[src/rtl/snake_body.sv]
// Snake body store and segment streamer: head coordinate plus a ring of link directions,
// streamed head-to-tail once per pass. Optional self-collision check: define SNAKE_SELF_HIT_EN.
module snake_body #(
    parameter int GAME_WIDTH  = 18,
    parameter int GAME_HEIGHT = 13,
    parameter int MAX_LEN     = 32,
    parameter int START_LEN   = 3,
    parameter int START_X     = 5,
    parameter int START_Y     = 7
) (
    input  logic       clk,
    input  logic       rst_n,
    input  logic       game_rst_n,
    input  logic       step,
    input  logic [1:0] step_dir,
    input  logic       grow,
    output logic [4:0] snake_x,
    output logic [3:0] snake_y,
    output logic [1:0] snake_dir,
    output logic       snake_first,
    output logic       snake_last,
    output logic       snake_valid,
    output logic [4:0] snake_head_x,
    output logic [3:0] snake_head_y,
    output logic [5:0] length,
    output logic       failure,
    output logic       success,
    output logic       step_done
);

    localparam int PW = $clog2(MAX_LEN);

    localparam logic [1:0] DIR_UP    = 2'd0;
    localparam logic [1:0] DIR_DOWN  = 2'd1;
    localparam logic [1:0] DIR_LEFT  = 2'd2;
    localparam logic [1:0] DIR_RIGHT = 2'd3;

    localparam logic [5:0] X_MAX     = 6'(GAME_WIDTH);
    localparam logic [4:0] Y_MAX     = 5'(GAME_HEIGHT);
    localparam logic [5:0] LEN_MAX   = 6'(MAX_LEN);
    localparam logic [5:0] LEN_START = 6'(START_LEN);
    localparam logic [4:0] X_START   = 5'(START_X);
    localparam logic [3:0] Y_START   = 4'(START_Y);

    typedef enum logic {
        ST_STREAM,
        ST_GAP
    } state_t;

    function automatic logic [1:0] opposite(input logic [1:0] d);
        return {d[1], ~d[0]};
    endfunction

    state_t         state;
    logic [4:0]     head_x;
    logic [3:0]     head_y;
    logic [PW-1:0]  head_ptr;
    logic [5:0]     len;
    logic [1:0]     ring [MAX_LEN];

    // Walker: the segment about to be presented on the registered stream outputs.
    logic [4:0]     wx;
    logic [3:0]     wy;
    logic [PW-1:0]  wptr;
    logic [5:0]     widx;

    logic           pend_valid;
    logic [1:0]     pend_dir;
    logic           pend_grow;
    logic           judge_pending;

    logic           restart;
    logic [1:0]     walk_dir;
    logic           walk_last;
    logic [1:0]     move_dir;
    logic [5:0]     nx;
    logic [4:0]     ny;
    logic           wall_hit;
    logic           apply_step;
    logic           move_ok;
    logic [PW-1:0]  next_ptr;
    logic           self_hit;

    assign restart   = !rst_n || !game_rst_n;
    assign walk_dir  = ring[wptr];
    assign walk_last = (widx == len - 6'd1);
    assign next_ptr  = head_ptr + PW'(1);

    // NOTE: every variable driven here gets a default first so no latch is inferred.
    always_comb begin
        move_dir = pend_dir;
        if (pend_dir == ring[head_ptr]) begin
            move_dir = opposite(pend_dir);
        end
        nx = {1'b0, head_x};
        ny = {1'b0, head_y};
        case (move_dir)
            DIR_UP:   ny = ny - 5'd1;
            DIR_DOWN: ny = ny + 5'd1;
            DIR_LEFT: nx = nx - 6'd1;
            default:  nx = nx + 6'd1;
        endcase
        wall_hit = (nx == 6'd0) || (nx > X_MAX) || (ny == 5'd0) || (ny > Y_MAX);
    end

    assign apply_step = (state == ST_GAP) && pend_valid && !failure;
    assign move_ok    = apply_step && !wall_hit;

`ifdef SNAKE_SELF_HIT_EN
    // Armed only for the pass that follows a committed move; the dropped tail is not walked.
    logic check_pass;

    always_ff @(posedge clk) begin
        if (restart) begin
            check_pass <= 1'b0;
        end else if (state == ST_GAP) begin
            check_pass <= move_ok;
        end
    end

    assign self_hit = check_pass && (state == ST_STREAM) && (widx != 6'd0)
                      && (wx == head_x) && (wy == head_y);
`else
    assign self_hit = 1'b0;
`endif

    // NOTE: sequential state uses non-blocking assignments only; reset is synchronous.
    always_ff @(posedge clk) begin
        if (restart) begin
            state         <= ST_STREAM;
            head_x        <= X_START;
            head_y        <= Y_START;
            head_ptr      <= '0;
            len           <= LEN_START;
            // NOTE: the ring is reset explicitly because the initial body is read from it.
            for (int k = 0; k < MAX_LEN; k++) begin
                ring[k] <= DIR_LEFT;
            end
            wx            <= X_START;
            wy            <= Y_START;
            wptr          <= '0;
            widx          <= '0;
            pend_valid    <= 1'b0;
            pend_dir      <= DIR_UP;
            pend_grow     <= 1'b0;
            judge_pending <= 1'b0;
            snake_x       <= '0;
            snake_y       <= '0;
            snake_dir     <= '0;
            snake_first   <= 1'b0;
            snake_last    <= 1'b0;
            snake_valid   <= 1'b0;
            failure       <= 1'b0;
            success       <= 1'b0;
            step_done     <= 1'b0;
        end else begin
            step_done <= 1'b0;

            if (step && !pend_valid && !failure) begin
                pend_valid <= 1'b1;
                pend_dir   <= step_dir;
                pend_grow  <= grow;
            end

            if (self_hit) begin
                failure <= 1'b1;
            end

            case (state)
                ST_STREAM: begin
                    snake_x     <= wx;
                    snake_y     <= wy;
                    snake_dir   <= walk_dir;
                    snake_first <= (widx == 6'd0);
                    snake_last  <= walk_last;
                    snake_valid <= 1'b1;
                    case (walk_dir)
                        DIR_UP:   wy <= wy - 4'd1;
                        DIR_DOWN: wy <= wy + 4'd1;
                        DIR_LEFT: wx <= wx - 5'd1;
                        default:  wx <= wx + 5'd1;
                    endcase
                    wptr <= wptr - PW'(1);
                    widx <= widx + 6'd1;
                    if (walk_last) begin
                        state <= ST_GAP;
                    end
                end

                ST_GAP: begin
                    snake_valid   <= 1'b0;
                    snake_first   <= 1'b0;
                    snake_last    <= 1'b0;
                    step_done     <= judge_pending;
                    judge_pending <= apply_step;

                    if (pend_valid) begin
                        pend_valid <= 1'b0;
                    end

                    if (apply_step && wall_hit) begin
                        failure <= 1'b1;
                    end

                    if (move_ok) begin
                        head_ptr       <= next_ptr;
                        ring[next_ptr] <= opposite(move_dir);
                        head_x         <= nx[4:0];
                        head_y         <= ny[3:0];
                        if (pend_grow && (len < LEN_MAX)) begin
                            len <= len + 6'd1;
                            if (len + 6'd1 == LEN_MAX) begin
                                success <= 1'b1;
                            end
                        end
                        wx   <= nx[4:0];
                        wy   <= ny[3:0];
                        wptr <= next_ptr;
                    end else begin
                        wx   <= head_x;
                        wy   <= head_y;
                        wptr <= head_ptr;
                    end

                    widx  <= '0;
                    state <= ST_STREAM;
                end

                default: state <= ST_STREAM;
            endcase
        end
    end

    assign snake_head_x = head_x;
    assign snake_head_y = head_y;
    assign length       = len;

endmodule

[config.mk]
export PLATFORM = sky130hd
export DESIGN_NAME = snake_body
export DESIGN_NICKNAME = d
export VERILOG_FILES = /design/src/rtl/snake_body.sv
export SDC_FILE = /design/constraint.sdc
export NUM_CORES = 1
export LEC_CHECK = 0
export BUFFER_PORTS_ARGS = -buffer_cell sky130_fd_sc_hd__buf_2
export CAP_MARGIN = 0
export CORE_MARGIN = 2
export CORE_UTILIZATION = 65
export CTS_CLUSTER_DIAMETER = 40
export DETAILED_ROUTE_END_ITERATION = 16
export PLACE_DENSITY = 0.84
export SYNTH_ARGS = -nofsm -noshare
export SYNTH_HDL_FRONTEND = slang
export SYNTH_SLANG_ARGS = --single-unit
[constraint.sdc]
create_clock -name clk -period 14.91 [get_ports clk]
set_input_delay 0.7455 -clock clk [delete_from_list [all_inputs] [get_ports clk]]
set_output_delay 0.7455 -clock clk [all_outputs]
set_load 0.03 [all_outputs]
# Word-level counts from Yosys, hierarchy flattened
# Memories as Yosys holds them, arrays and structs flattened. A register that Yosys moved wholly into a read port is not among the register bits.
# Index checks and enable logic that the tools add are counted.
# totals
reg_bits	63
latchBits	0
mem_bits_rw	64
romBits	0
inputBits	7
output_inout_bits	32
wordCells	111
memories	1
# mem_list
memory	words	word_bits	rd	rd_clocked_by_memory_dff	wr	line_no	source
ring	32	2	2	2	32	59	logic [1:0] ring [MAX_LEN];
# op_classes
n_addsub	13
n_mul	0
n_div	0
n_lt_le_gt_ge	3
n_eq_ne	9
n_shift	0
n_mux	32
n_bitwise	3
n_reduce_logical	28
# ops
op	count
one-hot mux 5 bit (2 select lines)	4
2-to-1 mux 5 bit	6
one-hot mux 6 bit (2 select lines)	2
one-hot mux 4 bit (2 select lines)	2
adder 6 x 1 -> 6 bit, second input constant	2
logical NOT 6 bit	2
2-to-1 mux 1 bit	12
adder 5 x 1 -> 5 bit, second input constant	2
subtractor 5 x 1 -> 5 bit, second input constant	2
one-hot mux 1 bit (2 select lines)	4
OR reduction 2 bit	4
logical AND 1 bit	7
adder 5 x 1 -> 6 bit, second input constant	1
== test 6 bit	1
== test 6 bit, second input constant	1
greater-than comparator 6 x 5 -> 1 bit, second input constant	1
less-than comparator 6 bit, second input constant	1
subtractor 5 x 1 -> 6 bit, second input constant	1
subtractor 6 x 1 -> 6 bit, second input constant	1
adder 4 x 1 -> 5 bit, second input constant	1
greater-than comparator 5 x 4 -> 1 bit, second input constant	1
logical NOT 1 bit	5
logical NOT 5 bit	1
subtractor 4 x 1 -> 5 bit, second input constant	1
15 further kinds	23

# Depth between registers and ports, before layout
# logic_depth
depth_word	17
ltp_mapped	25
depth_no_buf	20

# Worst setup path before layout
# No wires, ideal clock.
# synth_timing
kind	reg2reg
startpoint	register with a tool-made name
endpoint	memory ring[5][0], enable pin
arrival_time_ps	4680
setup_slack_ps	9916
stages_incl_launch_ff	25
n_path_buf	5
period_less_slack_ps	4994
cell_sequence	dfxtp_1 > buf_6 > buf_6 > mux2i_1 > a22oi_1 > nand3_1 > nand4_4 > xnor2_1 > mux2i_1 > clkbuf_1 > or2_2 > ha_1 > a21o_1 > a21oi_1 > xnor2_1 > mux2i_1 > nand4_1 > o41ai_1 > or3_1 > nor4b_2 > and3_4 > buf_6 > buf_6 > nand2_2 > o21ai_1
# synth_lines
item	line_no
end: declaration	59

==> flow_summary.html <==
<table>
<tr><th>Metric</th><th>Value</th></tr>
<tr><th colspan="2">CTS</th></tr>
<tr><td>Largest buffer count on any clock path</td><td>2</td></tr>
<tr><td>H-tree levels</td><td>4</td></tr>
<tr><td>Number of buffers created by CTS</td><td>17</td></tr>
<tr><td>Sink count of the clock tree</td><td>131</td></tr>
<tr><td>Post-CTS Hold Fix Bufs</td><td>0</td></tr>
<tr><td># Post-CTS Setup Buffers</td><td>0</td></tr>
<tr><td>CTS tree</td><td>done</td></tr>
<tr><td>Clock root buffer</td><td>sky130_fd_sc_hd__clkbuf_16</td></tr>
<tr><td>Clock-pin slew of the registers on the worst-case setup and hold paths</td><td>0.06 ns</td></tr>
<tr><td>Clock latency on the worst-skew pair</td><td>0.43 ns</td></tr>
<tr><td>Post-cts gate resize count</td><td>0</td></tr>
<tr><th colspan="2">Critical path</th></tr>
<tr><td>Most used cell, CP</td><td>sky130_fd_sc_hd__mux2i_1</td></tr>
<tr><td>Critical path capture point type</td><td>flip-flop</td></tr>
<tr><td>Critical Path Fanout Max</td><td>34</td></tr>
<tr><td>Endpoint of the most critical setup path</td><td>ring[26][0]</td></tr>
<tr><td>Startpoint type of the worst setup path</td><td>flip-flop</td></tr>
<tr><td>Critical path depth</td><td>19</td></tr>
<tr><td>Setup Crit Path Kind</td><td>reg -&gt; reg</td></tr>
<tr><td>Path depth of the worst reg2reg path</td><td>19</td></tr>
<tr><td>Cell-by-cell trace of the critical path</td><td>mux2i_1 &gt; a22oi_1 &gt; nand4b_1 &gt; nand4_4 &gt; xnor2_1 &gt; mux2i_1 &gt; or2_2 &gt; ha_1 &gt; a21o_1 &gt; a21oi_1 &gt; xnor2_1 &gt; mux2i_1 &gt; nand4_1 &gt; o41ai_1 &gt; or3_1 &gt; nor4b_2 &gt; and3_4 &gt; nand2_1 &gt; o21ai_0</td></tr>
<tr><td>Critical R2R Capture</td><td>ring[26][0]</td></tr>
<tr><td>Slowest cell on the critical path</td><td>sky130_fd_sc_hd__dfxtp_2</td></tr>
<tr><td>Req. time, crit path</td><td>15.00 ns</td></tr>
<tr><td>CP top delay family</td><td>simple AND/OR/NAND/NOR gates</td></tr>
<tr><td>CP bufs+invs</td><td>0</td></tr>
<tr><td>Highest cell delay on the worst timing path</td><td>0.95 ns</td></tr>
<tr><td>Arr. time, crit path</td><td>6.91 ns</td></tr>
<tr><td>Register-to-register setup slack</td><td>8.10 ns</td></tr>
<tr><th colspan="2">Timing</th></tr>
<tr><td>Unrepaired setup endpoints after global routing</td><td>false</td></tr>
<tr><td>Max-slew headroom</td><td>0.264</td></tr>
<tr><td>Setup total negative slack</td><td>0 ns</td></tr>
<tr><td>Number of endpoints with negative hold slack in the final report</td><td>0</td></tr>
<tr><td>Final critical-path share of the clock period</td><td>0.457</td></tr>
<tr><td>Post-route worst hold slack</td><td>0.464 ns</td></tr>
<tr><td>Number of slew-limit violations in the final report</td><td>0</td></tr>
<tr><td>Post-route minimum period</td><td>6.81 ns</td></tr>
<tr><td>Max frequency</td><td>0.147 GHz</td></tr>
<tr><td>Transition time of the tightest slew-check pin</td><td>1.10 ns</td></tr>
<tr><td>Count of endpoints failing setup in the final report</td><td>0</td></tr>
<tr><td>Clock skew after layout</td><td>0.00740 ns</td></tr>
<tr><th colspan="2">GRT</th></tr>
<tr><td>Overflow left after global routing</td><td>0</td></tr>
<tr><td>Global-route wire length before repair</td><td>32,700 µm</td></tr>
<tr><td>Vias in the first global route</td><td>5,944</td></tr>
<tr><td>Initial antenna violation count</td><td>0</td></tr>
<tr><td>Maximum number of pins on one net before global-route repair</td><td>60</td></tr>
<tr><td>Total global routing track utilization</td><td>0.338</td></tr>
<tr><th colspan="2">Synthesis</th></tr>
<tr><td>Synthesis-stage register bit count</td><td>131</td></tr>
<tr><td>Post-Synthesis Mean Instance Area</td><td>9.82 µm²</td></tr>
<tr><td>Largest area contributor in the synthesized netlist</td><td>sky130_fd_sc_hd__edfxtp_1</td></tr>
<tr><td>Synthesized net count</td><td>810</td></tr>
<tr><td>Mapped Area</td><td>7670 µm²</td></tr>
<tr><td>Share of flip-flops with an asynchronous set or reset</td><td>0</td></tr>
<tr><td>Top FF cell, synth</td><td>sky130_fd_sc_hd__dfxtp_1</td></tr>
<tr><td>EDFF count, synth</td><td>64</td></tr>
<tr><td>Share of the yosys chip area belonging to registers</td><td>0.425</td></tr>
<tr><td>Count of mapped cells out of synthesis</td><td>781</td></tr>
<tr><td>Largest cells by area after synthesis</td><td>sky130_fd_sc_hd__edfxtp_1 25%, sky130_fd_sc_hd__dfxtp_1 17%, sky130_fd_sc_hd__mux2i_1 6.5%</td></tr>
<tr><td>Count of yosys warnings during synthesis</td><td>0</td></tr>
<tr><td>Share of the synthesized area in the top cell type</td><td>0.251</td></tr>
<tr><td>Unique cell type count in the Yosys netlist</td><td>74</td></tr>
<tr><th colspan="2">Power and ir drop</th></tr>
<tr><td>Worst supply voltage drop on vdd</td><td>110 µV</td></tr>
<tr><td>Sequential Power Share</td><td>0.430</td></tr>
<tr><td>Internal power summed over all cells</td><td>0.710 mW</td></tr>
<tr><td>Combinational cell fraction of total power</td><td>0.078</td></tr>
<tr><td>Power density cells</td><td>109 nW/µm²</td></tr>
<tr><td>Net Sw Frac</td><td>0.229</td></tr>
<tr><td>Switching pwr</td><td>0.211 mW</td></tr>
<tr><td>Leakage power figure</td><td>2.89 nW</td></tr>
<tr><td>Clock share of power</td><td>0.492</td></tr>
<tr><th colspan="2">Place</th></tr>
<tr><td>Dpl hpwl</td><td>15,200 µm</td></tr>
<tr><td>Number of port buffers</td><td>38</td></tr>
<tr><td>RD Place Congestion</td><td>0.990</td></tr>
<tr><td>Dpl cell area</td><td>7830 µm²</td></tr>
<tr><th colspan="2">Layout</th></tr>
<tr><td>Area growth from synthesis to layout</td><td>10.6%</td></tr>
<tr><td>Number of diodes</td><td>0</td></tr>
<tr><td>Total Nets Final</td><td>823</td></tr>
<tr><td>Final core utilization</td><td>0.740</td></tr>
<tr><td>Design area</td><td>8480 µm²</td></tr>
<tr><td>Fraction of layout instances using a drive strength above 1</td><td>0.157</td></tr>
<tr><th colspan="2">Detailed routing</th></tr>
<tr><td>Overall routed net length</td><td>20,900 µm</td></tr>
<tr><td>First DRT Iteration DRCs</td><td>1,122</td></tr>
<tr><td>Wire length per cell</td><td>22.0 µm</td></tr>
<tr><td>Count of vias placed by the detailed router</td><td>6,434</td></tr>
<tr><td>Vias per std cell</td><td>6.77</td></tr>
<tr><td>Residual DRC</td><td>0</td></tr>
<tr><td>DR pass1 iterations</td><td>7</td></tr>
<tr><td>ANT nets after route</td><td>0</td></tr>
<tr><th colspan="2">Die</th></tr>
<tr><td>Die width</td><td>113 µm</td></tr>
<tr><td>Number of standard-cell rows in the floorplan</td><td>39</td></tr>
<tr><td>Ports placed on the boundary</td><td>39</td></tr>
<tr><td>Full die area</td><td>12,700 µm²</td></tr>
<tr><td>Core Region</td><td>11,500 µm²</td></tr>
<tr><td>Effective utilization at floorplan</td><td>0.669</td></tr>
<tr><td>Die H</td><td>113 µm</td></tr>
<tr><th colspan="2">Job</th></tr>
<tr><td>Max-cap violation count</td><td>0</td></tr>
<tr><th colspan="2">Run status</th></tr>
<tr><td>Result of the run</td><td>complete, no violations</td></tr>
<tr><th colspan="2">Min path</th></tr>
<tr><td>Path type of the worst min-delay path</td><td>reg -&gt; reg</td></tr>
</table>
-- layout make-up --
class,count,area (µm²)
clock buffer,23,513
clock inverter,9,139
fill,739,2990
inverter,23,86.3
multi-input combinational,576,4060
sequential,131,3260
tap,143,179
timing repair buffer,45,243
-- registers in the layout, summed over array words and instances, names as in the netlist, 2 cells and up, named ones only --
signal and cells:
snake_head_x 5, wx 5, widx 6, wptr 5
snake_dir 2, length 6, snake_head_y 4, wy 4
pend_dir 2, snake_y 4, snake_x 5, head_ptr 5
ring 64
-- worst min path at each step --
stage	startpoint	to	slack, ns	cells after the start
finish	success	success	0.46	1
CTS	wptr[0]	wptr[0]	0.46	1
global route	wptr[0]	wptr[0]	0.47	1
detailed placement	wptr[0]	wptr[0]	0.45	1
floorplan	judge_pending	judge_pending	0.44	2
global placement	success	success	0.45	1
-- worst reg2reg max path, stage by stage (launching register included) --
cell and delay (ns):
sky130_fd_sc_hd__dfxtp_2 0.95, sky130_fd_sc_hd__mux2i_1 0.29, sky130_fd_sc_hd__a22oi_1 0.12, sky130_fd_sc_hd__nand4b_1 0.20, sky130_fd_sc_hd__nand4_4 0.19, sky130_fd_sc_hd__xnor2_1 0.36, sky130_fd_sc_hd__mux2i_1 0.80, sky130_fd_sc_hd__or2_2 0.29
sky130_fd_sc_hd__ha_1 0.25, sky130_fd_sc_hd__a21o_1 0.19, sky130_fd_sc_hd__a21oi_1 0.19, sky130_fd_sc_hd__xnor2_1 0.18, sky130_fd_sc_hd__mux2i_1 0.37, sky130_fd_sc_hd__nand4_1 0.16, sky130_fd_sc_hd__o41ai_1 0.34, sky130_fd_sc_hd__or3_1 0.26
sky130_fd_sc_hd__nor4b_2 0.29, sky130_fd_sc_hd__and3_4 0.42, sky130_fd_sc_hd__nand2_1 0.24, sky130_fd_sc_hd__o21ai_0 0.37
-- metal layers --
metal	GRT usage	up-vias	routed length (µm)
met3	0.105	58	2710
met2	0.495	417	9360
met4	0.115	0	516
li1	-	2872	-
met1	0.479	3087	8290
met5	0	-	0
-- cells in the final DEF, fill, tap and decap left out, drive strengths merged, types with 17 or more instances in the layout --
cell,instances
a21oi,21
ha,19
mux4,20
nand4,17
a22oi,18
o21ai,54
nor2,99
dfxtp,67
buf,45
inv,23
nand3,33
nand2,78
xnor2,24
clkbuf,23
mux2i,50
edfxtp,64
-- power by group through the flow --
stage                     Clock (mW)  Sequential (mW)  Combinational [mW]
after CTS                      0.453            0.396              0.0711
after global routing           0.469            0.397              0.0797
after global placement             0            0.403              0.0672
after detailed placement           0            0.403              0.0701
final                          0.453            0.396              0.0720
after floorplan                    0            0.402              0.0545
-- cells by family after synthesis --
kind of cell / share of synthesized area
AO/OA/AOI/OAI: 0.114
XOR/XNOR: 0.0455
adder cells (fa/ha/maj): 0.0388
buffers and inverters: 0.0465
flip-flops: 0.425
multiplexers: 0.125
AND/OR/NAND/NOR: 0.204
-- Yosys cell counts, types with 6 or more instances --
master,instances
sky130_fd_sc_hd__nor2_1,96
sky130_fd_sc_hd__clkbuf_1,35
sky130_fd_sc_hd__a22oi_1,15
sky130_fd_sc_hd__nand2b_1,6
sky130_fd_sc_hd__o31ai_1,8
sky130_fd_sc_hd__a211oi_1,9
sky130_fd_sc_hd__edfxtp_1,64
sky130_fd_sc_hd__mux2i_1,50
sky130_fd_sc_hd__buf_6,7
sky130_fd_sc_hd__xor2_1,15
sky130_fd_sc_hd__nand4_1,13
sky130_fd_sc_hd__nand3_1,30
sky130_fd_sc_hd__a21oi_1,21
sky130_fd_sc_hd__o21ai_1,18
sky130_fd_sc_hd__o21ai_0,36
sky130_fd_sc_hd__nor2b_1,7
sky130_fd_sc_hd__ha_1,19
sky130_fd_sc_hd__and3_1,10
sky130_fd_sc_hd__nand2_1,76
sky130_fd_sc_hd__or3_1,11
sky130_fd_sc_hd__mux4_2,20
sky130_fd_sc_hd__dfxtp_1,67
sky130_fd_sc_hd__xnor2_1,23
sky130_fd_sc_hd__nor3_1,14
sky130_fd_sc_hd__inv_1,21
-- metrics by stage --
stage | power [mW] | std cells | setup slack (ns)
after floorplan | 0.456 | 781 | 9.92
after global placement | 0.470 | 918 | 8.86
after detailed placement | 0.473 | 918 | 8.37
after CTS | 0.920 | 950 | 8.33
after global routing | 0.946 | 950 | 7.76
final | 0.921 | 950 | 8.10
Power figures use the tool's default switching activity.
